$ cat src/rtl/memory_access_stage.sv
// memory_access_stage
//   MEM pipeline stage. Takes the EX/MEM register contents and performs word
//   loads and stores over a request/acknowledge data-memory port. It holds
//   the upstream pipeline while an access is outstanding and drives the
//   MEM/WB pipeline register that feeds writeback.
//
//   Optional feature macro: MEM_TIMEOUT_EN
//     defined   : an access that is not acked within TIMEOUT cycles in REQ
//                 is aborted and MemErrM pulses for one cycle.
//     undefined : REQ waits indefinitely for MemAck and MemErrM is tied to 0.
//
//   Parameters
//     TIMEOUT     maximum cycles spent in REQ before abort (2..255)
//
//   Ports
//     clk, rst                         clock, synchronous active-high reset
//     RegWriteM, ResultSrcM, MemWriteM EX/MEM control (ResultSrcM=1: load)
//     ALUResultM, WriteDataM           effective address / ALU result, store data
//     RdM, PCPlus4M                    destination register, PC+4
//     StallM                           combinational hold for EX/MEM and earlier
//     MemReq, MemWe                    registered request / write strobe
//     MemAddr, MemWData                word-aligned address, store data
//     MemAck, MemRData                 single-cycle ack, load data valid with ack
//     MemErrM                          one-cycle pulse on timeout abort
//     RegWriteW, ResultSrcW, RdW       MEM/WB control
//     ReadDataW, ALUResultW, PCPlus4W  MEM/WB data
module memory_access_stage #(
  parameter int TIMEOUT = 16
) (
  input  logic        clk,
  input  logic        rst,
  input  logic        RegWriteM,
  input  logic        ResultSrcM,
  input  logic        MemWriteM,
  input  logic [31:0] ALUResultM,
  input  logic [31:0] WriteDataM,
  input  logic [4:0]  RdM,
  input  logic [31:0] PCPlus4M,
  output logic        StallM,
  output logic        MemReq,
  output logic        MemWe,
  output logic [31:0] MemAddr,
  output logic [31:0] MemWData,
  input  logic        MemAck,
  input  logic [31:0] MemRData,
  output logic        MemErrM,
  output logic        RegWriteW,
  output logic        ResultSrcW,
  output logic [31:0] ReadDataW,
  output logic [31:0] ALUResultW,
  output logic [31:0] PCPlus4W,
  output logic [4:0]  RdW
);

  localparam logic [0:0] IDLE = 1'b0;
  localparam logic [0:0] REQ  = 1'b1;

  if (TIMEOUT < 2 || TIMEOUT > 255) begin : gTimeoutRange
    $error("memory_access_stage: TIMEOUT must be in 2..255");
  end

  logic [0:0] stateReg;
  logic [0:0] stateNext;
  logic       acc;
  logic       startAcc;
  logic       ackDone;
  logic       timeoutHit;

  // Bubbles carry ResultSrcM=0 and MemWriteM=0, so they never start an access.
  assign acc      = ResultSrcM | MemWriteM;
  assign startAcc = (stateReg == IDLE) & acc;
  // MemAck only means something while a request is outstanding.
  assign ackDone  = (stateReg == REQ) & MemAck;

`ifdef MEM_TIMEOUT_EN
  logic [7:0] waitCntReg;
  logic       memErrReg;

  // An ack in the same cycle as the limit wins, hence the ~MemAck term.
  assign timeoutHit = (stateReg == REQ) & ~MemAck & (waitCntReg == 8'(TIMEOUT - 1));

  always_ff @(posedge clk) begin
    if (rst) begin
      waitCntReg <= '0;
      memErrReg  <= 1'b0;
    end else begin
      memErrReg <= timeoutHit;
      if (startAcc) begin
        waitCntReg <= '0;
      end else if ((stateReg == REQ) && !MemAck) begin
        waitCntReg <= waitCntReg + 8'd1;
      end
    end
  end

  assign MemErrM = memErrReg;
`else
  assign timeoutHit = 1'b0;
  assign MemErrM    = 1'b0;
`endif

  // Stall drops combinationally in the ack (or abort) cycle so the next
  // instruction enters on the following edge.
  assign StallM = startAcc | ((stateReg == REQ) & ~MemAck & ~timeoutHit);

  always_comb begin
    stateNext = stateReg;
    if (startAcc) begin
      stateNext = REQ;
    end else if (ackDone || timeoutHit) begin
      stateNext = IDLE;
    end
  end

  always_ff @(posedge clk) begin
    if (rst) begin
      stateReg <= IDLE;
    end else begin
      stateReg <= stateNext;
    end
  end

  // Memory port: captured once on the IDLE detect cycle and held for the
  // whole REQ phase; only MemReq changes when the access ends.
  always_ff @(posedge clk) begin
    if (rst) begin
      MemReq   <= 1'b0;
      MemWe    <= 1'b0;
      MemAddr  <= '0;
      MemWData <= '0;
    end else if (startAcc) begin
      MemReq   <= 1'b1;
      MemWe    <= MemWriteM;
      MemAddr  <= {ALUResultM[31:2], 2'b00};
      MemWData <= WriteDataM;
    end else if (ackDone || timeoutHit) begin
      MemReq <= 1'b0;
    end
  end

  // MEM/WB register. While stalled only the control bits are cleared, so a
  // stalled instruction can never write back twice; data fields just hold.
  always_ff @(posedge clk) begin
    if (rst) begin
      RegWriteW  <= 1'b0;
      ResultSrcW <= 1'b0;
      ReadDataW  <= '0;
      ALUResultW <= '0;
      PCPlus4W   <= '0;
      RdW        <= '0;
    end else if (StallM) begin
      RegWriteW  <= 1'b0;
      ResultSrcW <= 1'b0;
    end else begin
      // An aborted access must not update the register file.
      RegWriteW  <= RegWriteM & ~timeoutHit;
      ResultSrcW <= ResultSrcM;
      ReadDataW  <= (ackDone && ResultSrcM) ? MemRData : 32'h0;
      ALUResultW <= ALUResultM;
      PCPlus4W   <= PCPlus4M;
      RdW        <= RdM;
    end
  end

endmodule

$ cat config.mk
export PLATFORM = sky130hd
export DESIGN_NAME = memory_access_stage
export DESIGN_NICKNAME = d
export VERILOG_FILES = /design/src/rtl/memory_access_stage.sv
export SDC_FILE = /design/constraint.sdc
export NUM_CORES = 1
export LEC_CHECK = 0
export BUFFER_PORTS_ARGS = -buffer_cell sky130_fd_sc_hd__buf_2
export CORE_MARGIN = 8
export CORE_UTILIZATION = 40
export CTS_CLUSTER_DIAMETER = 40
export CTS_CLUSTER_SIZE = 24
export DETAILED_ROUTE_END_ITERATION = 8
export HOLD_SLACK_MARGIN = 0.05
export PLACE_DENSITY = 0.72
export SLEW_MARGIN = 25
export SYNTH_ARGS = -nofsm -noshare
export SYNTH_HDL_FRONTEND = slang
export SYNTH_SLANG_ARGS = --single-unit
$ cat constraint.sdc
create_clock -name clk -period 3.9 [get_ports clk]
set_input_delay 0.975 -clock clk [delete_from_list [all_inputs] [get_ports clk]]
set_output_delay 0.975 -clock clk [all_outputs]
set_load 0.005 [all_outputs]
# == After elaboration in Yosys (flattened, before gate mapping) ==
# Cells that the tools add are included.
# Widths: inputs -> output; s select.
# classes
addsub,0
multipliers,0
div,0
magnitude_cmp,0
n_eq_ne,0
n_shift,0
n_mux,3
bitwise_logic,7
n_reduce_logical,3
# op_table
op,count
$mux 32,1
$and 1x1->1,3
$mux 1,2
$not 1->1,2
$or 1x1->1,2
$reduce_bool 2->1,1
$reduce_or 2->1,1
$logic_and 1x1->1,1
# totals
regBits,167
latchBits,0
ram_bits,0
rom_bits,0
input_bits,139
n_memories,0

# == Logic depth before layout (Yosys ltp) ==
# Gate-level depths: netlist (run 1).
# logic_depth
depth_word,4
mapped_depth,5
depth_no_buf,3

# == Least setup slack after synthesis (run 1) ==
# OpenSTA, ideal clock, no wires.
# synth_path
kind,input -> output
from,in MemWriteM
to,out StallM
arrival_ns,1.308
required_time_ns,2.925
setup_slack_ns,1.617
path_stages,2
n_path_buf,0
cell_sequence,nor3_1 -> a21oi_1
# synth_via
elab_chain_len,3
# synth_rtl
item,line,text
"start, declared",34,"input logic MemWriteM,"
$or 1x1->1,70,assign acc = ResultSrcM | MemWriteM;
$and 1x1->1,71,assign startAcc = (stateReg == IDLE) & acc;
$or 1x1->1,104,assign StallM = startAcc | ((stateReg == REQ) & ~MemAck & ~timeoutHit);
"end, declared",39,"output logic StallM,"
# Every way passes these cells.

# == Final worst setup path (run 1) ==
# Same ends and word-level chain as after synthesis.

==> results.py, run 1 <==
metrics = {
    "status": {
        "status": "completed",
    },
    "power_and_ir_drop": {
        "swShare": 0.245,
        "intPower_w": 0.00297,
        "p_switching_w": 0.000963,
        "powerDensity_nw_per_um2": 520,
        "power_w": 0.00394,
        "combPwrFrac": 0.110,
        "ir_worst_vdd_v": 0.000237,
        "p_leak_nw": 3.79,
        "seq_power_share": 0.473,
        "clock_power_share": 0.417,
    },
    "worst_setup_path": {
        "crit_type": "in2out",
        "reg2reg_slack_ns": 1.90,
        "crit_required_ns": 2.92,
        "critPathMostFrequentCell": "buf_2",
        "crit_arrival_ns": 1.71,
        "worstReg2RegStart": "MemReq",
        "crit_chain": "buf_2 > nor3_1 > a21oi_1 > buf_2",
        "slowest_delay_ns": 0.38,
        "cp_slowest_cell": "nor3_1",
        "startpoint_type": "primary input",
        "crit_fanout": 5,
        "cp-end-kind": "output pin",
        "cp-startpoint": "MemWriteM",
    },
    "clocking": {
        "postCtsSetupBuffers": 0,
        "htreeDepth": 4,
        "clock-sinks": 167,
        "clockBufferDepth": 2,
        "numCtsBuffers": 17,
        "postCtsResizedCells": 0,
        "cts_tree": "built",
        "clk_pin_slew_worst_paths_ns": 0.06,
        "cts_hold_buf": 0,
        "clk_latency_ns": 0.41,
        "root_buffer": "clkbuf_16",
    },
    "yosys": {
        "netlist.area_leader.share": 0.623,
        "yosysWarnings": 0,
        "ys_seq_area_frac": 0.623,
        "synth_area_leader_cell": "dfxtp_1",
        "syn_inst": 511,
        "ys_top_cells_by_area": "dfxtp_1 (62%), a22o_1 (16%), nand2_1 (8.7%)",
        "synth_cell_types": 20,
        "ys_ff_latch": 167,
        "avgSynthCellArea_um2": 10.5,
        "syn_area_um2": 5360,
    },
    "timing": {
        "rsz0062_at_grt": "no",
        "relSlewSlack": 0.508,
        "timing.final.crit_share": 0.688,
        "skew_ns": 0.00669,
        "setup_viol": 0,
        "layout_min_cycle_time_ns": 2.68,
        "setup_tns_ns": 0,
        "worst_pin_slew_ns": 0.736,
        "hold_viol": 0,
        "clock.fmax_ghz": 0.373,
        "drv_slew": 0,
    },
    "layout": {
        "nets": 940,
        "drive_gt1_frac": 0.431,
        "stdcell_area_um2": 7570,
        "area_growth_pct": 41.1,
    },
    "grt": {
        "gr-usage-all-layers": 0.189,
        "grt_max_degree": 103,
        "grt_pass1_vias": 4855,
        "grt_pass1_wl_um": 26400,
        "antenna_found_initial": 2,
        "grt_overflow_total": 0,
    },
    "drt": {
        "first_iter_violations": 279,
        "first_pass_iters": 4,
        "vias_per_cell": 4.86,
        "vias": 4819,
        "final_antenna_net_count": 0,
        "routed_wl_um": 16700,
        "drc": 0,
        "post_drt_wl_per_cell_um": 16.9,
    },
    "hold_path": {
        "min_from": "MemAddr[25]",
        "min_path_type": "reg2reg",
    },
    "floorplan": {
        "top_level_ports": 310,
        "core_area_um2": 13200,
        "dieArea_um2": 17400,
        "die_height_um": 132,
        "row_count": 42,
        "start_util": 0.407,
        "die_w_um": 132,
    },
    "placed_design": {
        "io_buffers": 306,
        "gp_congestion": 0.748,
        "placed_area_um2": 6970,
        "dp_hpwl_um": 12100,
    },
    "flow_run": {
        "drv_cap": 0,
    },
}
## registers in the layout, summed over array words and instances (netlist names)
| register | count |
|---|---|
| RdW | 5 |
| ALUResultW | 32 |
| MemReq | 1 |
| RegWriteW | 1 |
| MemWe | 1 |
| ResultSrcW | 1 |
| MemAddr | 30 |
| PCPlus4W | 32 |
| MemWData | 32 |
| ReadDataW | 32 |
## worst max-delay path, delay by kind of cell
family | cells | cell delay, ns
AO/OA/AOI/OAI | 1 | 0.07
AND/OR/NAND/NOR | 1 | 0.38
buffers and inverters | 2 | 0.28
## per-layer routing
| metal | GRT usage | vias to the layer above | routed length, um |
|---|---|---|---|
| met1 | 0.204 | 2223 | 6760 |
| met2 | 0.318 | 201 | 8180 |
| met4 | 0.0887 | 0 | 373 |
| met5 | 0 | - | 0 |
| li1 | - | 2371 | - |
| met3 | 0.0766 | 24 | 1420 |
## cells in the mapped netlist
cell,number
a22o_1,101
o21ba_2,1
buf_4,3
a211oi_2,1
nor2_1,1
nor3_1,1
dfxtp_1,167
mux2i_1,1
and2_1,1
conb_1,1
nand2_1,125
clkbuf_1,13
nor3b_2,1
buf_6,7
or3_4,1
a21oi_1,63
o21bai_1,1
buf_2,19
a21oi_4,1
buf_1,2
## per-stage QoR
| stage | hold WS [ns] | worst slack (ns) | cells | util |
|---|---|---|---|---|
| floorplan | 0.453 | 1.62 | 513 | - |
| global placement | 0.438 | 1.21 | 958 | 0.529 |
| detailed placement | 0.443 | 1.20 | 958 | 0.529 |
| CTS | 0.452 | 1.21 | 990 | 0.574 |
| global route | 0.466 | 1.15 | 992 | 0.574 |
| finish | 0.450 | 1.22 | 992 | 0.574 |
## kinds of logic after synthesis
family | Yosys count | synth area share
other | 1 | 0.000699
buffers and inverters | 44 | 0.0471
DFF | 167 | 0.623
AOI/OAI and AO/OA | 168 | 0.232
muxes | 1 | 0.00187
and+or+nand+nor | 130 | 0.0947
## layout by cell type, fill, tap and decap left out, types with 2 or more instances in the layout
| cell | instances |
|---|---|
| buf_2 | 306 |
| dfxtp_1 | 167 |
| nand2_1 | 125 |
| a22o_1 | 101 |
| a21oi_1 | 63 |
| clkbuf_16 | 17 |
| buf_4 | 5 |
| clkbuf_8 | 4 |
| conb_1 | 3 |
| clkinvlp_4 | 3 |
| clkinv_4 | 3 |
| diode_2 | 2 |
| inv_6 | 2 |
| buf_12 | 2 |
## area by class of cell
cell class,count,area [um2]
Fill cell,1188,5620
Antenna cell,2,5.00
Sequential cell,167,3340
Clock inverter,11,113
Clock buffer,21,480
Timing Repair Buffer,313,1610
Tap cell,176,220
Multi-Input combinational cell,302,1800
## worst paths after layout
kind	endpoint	cells after the start
hold / removal	MemAddr[25]	2
setup / recovery	StallM	4
hold reg to reg	MemAddr[25]	2
setup reg to reg	PCPlus4W[22]	4
## power by group through the flow
stage               logic [W]  registers [W]  clock network, W
CTS                  0.000440        0.00186           0.00167
global route         0.000478        0.00188           0.00176
finish               0.000431        0.00186           0.00164
global placement     0.000434        0.00190                 0
floorplan            0.000194        0.00191                 0
detailed placement   0.000439        0.00190                 0
(Power assumes the default switching activity.)
==> inputs of run 2 (changes only) <==
Settings changed: CORE_UTILIZATION 40 to 39, PLACE_DENSITY 0.72 to 0.73.
Clock period 3.9 ns to 2.15 ns, I/O delays scaled along.
==> run 2 against run 1 <==
Against the previous run: setup slack worse by 1.0 ns; cell count is 0.30% higher; core utilization is 1.4 points lower; register-to-register slack worse by 1.4 ns; largest power group unchanged; first-iteration DRC count is 17% lower.
==> results.py, run 2 (same netlist as run 1, synthesis figures left out) <==
metrics = {
    "hold_path": {
        "min_from": "RegWriteM",
        "hold_depth": 2,
        "min_path_type": "in2reg",
        "holdPathEnd": "RegWriteW",
    },
    "layout": {
        "seq_area_um2": 3340,
        "layout_common_cells": "buf_2 (306), dfxtp_1 (167), nand2_1 (125)",
        "multiInputGateArea_um2": 1810,
        "area_growth_pct": 42.7,
        "fillers": 1231,
        "drive_gt1_frac": 0.433,
        "final_common_cell": "buf_2",
        "antenna_cells": 0,
        "nets": 942,
    },
    "timing": {
        "timing.final.crit_share": 0.906,
        "setup_viol": 0,
        "worst_pin_slew_ns": 0.585,
        "clock.fmax_ghz": 0.514,
        "rsz0062_at_grt": "no",
        "layout_min_cycle_time_ns": 1.95,
        "skew_ns": 0.00837,
        "drv_slew": 0,
        "hold_viol": 0,
        "relSlewSlack": 0.610,
        "worst_slack_ns": 0.203,
        "setup_tns_ns": 0,
    },
    "worst_setup_path": {
        "reg2regPathDepth": 4,
        "crit_fanout": 8,
        "crit_arrival_ns": 1.41,
        "cp-end-kind": "output pin",
        "worstReg2RegStart": "MemReq",
        "crit_required_ns": 1.61,
        "reg2reg_slack_ns": 0.50,
        "startpoint_type": "register",
        "r2r_end": "ReadDataW[3]",
        "crit_type": "reg2out",
    },
    "grt": {
        "antenna_found_initial": 0,
        "gr-usage-all-layers": 0.183,
        "grt_pass1_wl_um": 25900,
        "grt_max_degree": 78,
        "grt_overflow_total": 0,
        "grt_pass1_vias": 4726,
    },
    "clocking": {
        "htreeDepth": 4,
        "clockBufferDepth": 2,
        "cts_hold_buf": 0,
        "clk_latency_ns": 0.42,
        "numCtsBuffers": 17,
        "clock-sinks": 167,
        "cts_tree": "built",
        "clk_pin_slew_worst_paths_ns": 0.06,
        "postCtsSetupBuffers": 0,
        "root_buffer": "clkbuf_16",
        "postCtsResizedCells": 0,
    },
    "placed_design": {
        "gp_congestion": 0.760,
        "preCtsSetupSlack_ns": 0.209,
        "io_buffers": 306,
        "dp_hpwl_um": 12200,
    },
    "power_and_ir_drop": {
        "p_leak_nw": 3.82,
        "ir_worst_vdd_v": 0.000738,
        "powerDensity_nw_per_um2": 954,
    },
    "flow_run": {
        "drv_cap": 0,
    },
    "status": {
        "status": "completed",
    },
    "floorplan": {
        "row_count": 43,
        "dieArea_um2": 17800,
        "die_w_um": 133,
        "core_area_um2": 13700,
        "die_height_um": 133,
        "top_level_ports": 310,
        "start_util": 0.393,
    },
    "drt": {
        "final_antenna_net_count": 0,
        "vias_per_cell": 4.83,
        "first_iter_violations": 232,
        "routed_wl_um": 17000,
        "vias": 4808,
        "post_drt_wl_per_cell_um": 17.1,
        "first_pass_iters": 6,
        "drc": 0,
    },
}
-- run 2: cell count changes in the layout (fill, tap and decap cells not counted), sizes merged --
cell,before,now
diode,2,0
buf,313,315
inv,3,4
clkinv,4,3
bufinv,1,3
clkbuf,21,18
-- run 2: worst max-delay path by stage --
stage                          from        end
after floorplan           MemWriteM  RegWriteW
after global placement    MemWriteM     StallM
after detailed placement  MemWriteM     StallM
after CTS                    MemReq     StallM
after global routing         MemReq     StallM
final                        MemReq     StallM
-- run 2: worst max-delay path, stage by stage (launching register included) --
cell     delay [ns]
dfxtp_1        0.51
nor3_2         0.12
a21oi_1        0.21
buf_2          0.16
-- run 2: power breakdown --
part	leakage [nW]	switching, W	internal (W)
registers	1.37	0.0000940	0.00329
logic	2.16	0.000425	0.000380
clock network	0.291	0.00125	0.00187
total	3.82	0.00177	0.00553
-- run 2: metal layers --
| layer | wire, um | global-route usage | vias to the layer above |
|---|---|---|---|
| met5 | 0 | 0 | - |
| met1 | 6910 | 0.205 | 2212 |
| li1 | - | - | 2373 |
| met4 | 217 | 0.0618 | 0 |
| met3 | 1640 | 0.0847 | 15 |
| met2 | 8200 | 0.302 | 208 |
-- run 2: final cells by class --
cell class / count / share of cell area
clock buffers: 18 / 0.0574
repair buffers: 315 / 0.219
well taps: 180 / 0.0294
flip-flops and latches: 167 / 0.437
clock inverters: 13 / 0.0221
multi-input cells: 302 / 0.236
-- run 2: metrics by stage --
| step | cells | hold slack [ns] | utilization | power, W | instance area [um2] |
|---|---|---|---|---|---|
| floorplan | 513 | 0.453 | - | 0.00382 | 5370 |
| global placement | 964 | 0.438 | 0.515 | 0.00425 | 7040 |
| detailed placement | 964 | 0.443 | 0.515 | 0.00426 | 7040 |
| CTS | 995 | 0.297 | 0.560 | 0.00739 | 7650 |
| global route | 995 | 0.295 | 0.560 | 0.00761 | 7660 |
| finish | 995 | 0.314 | 0.560 | 0.00730 | 7660 |
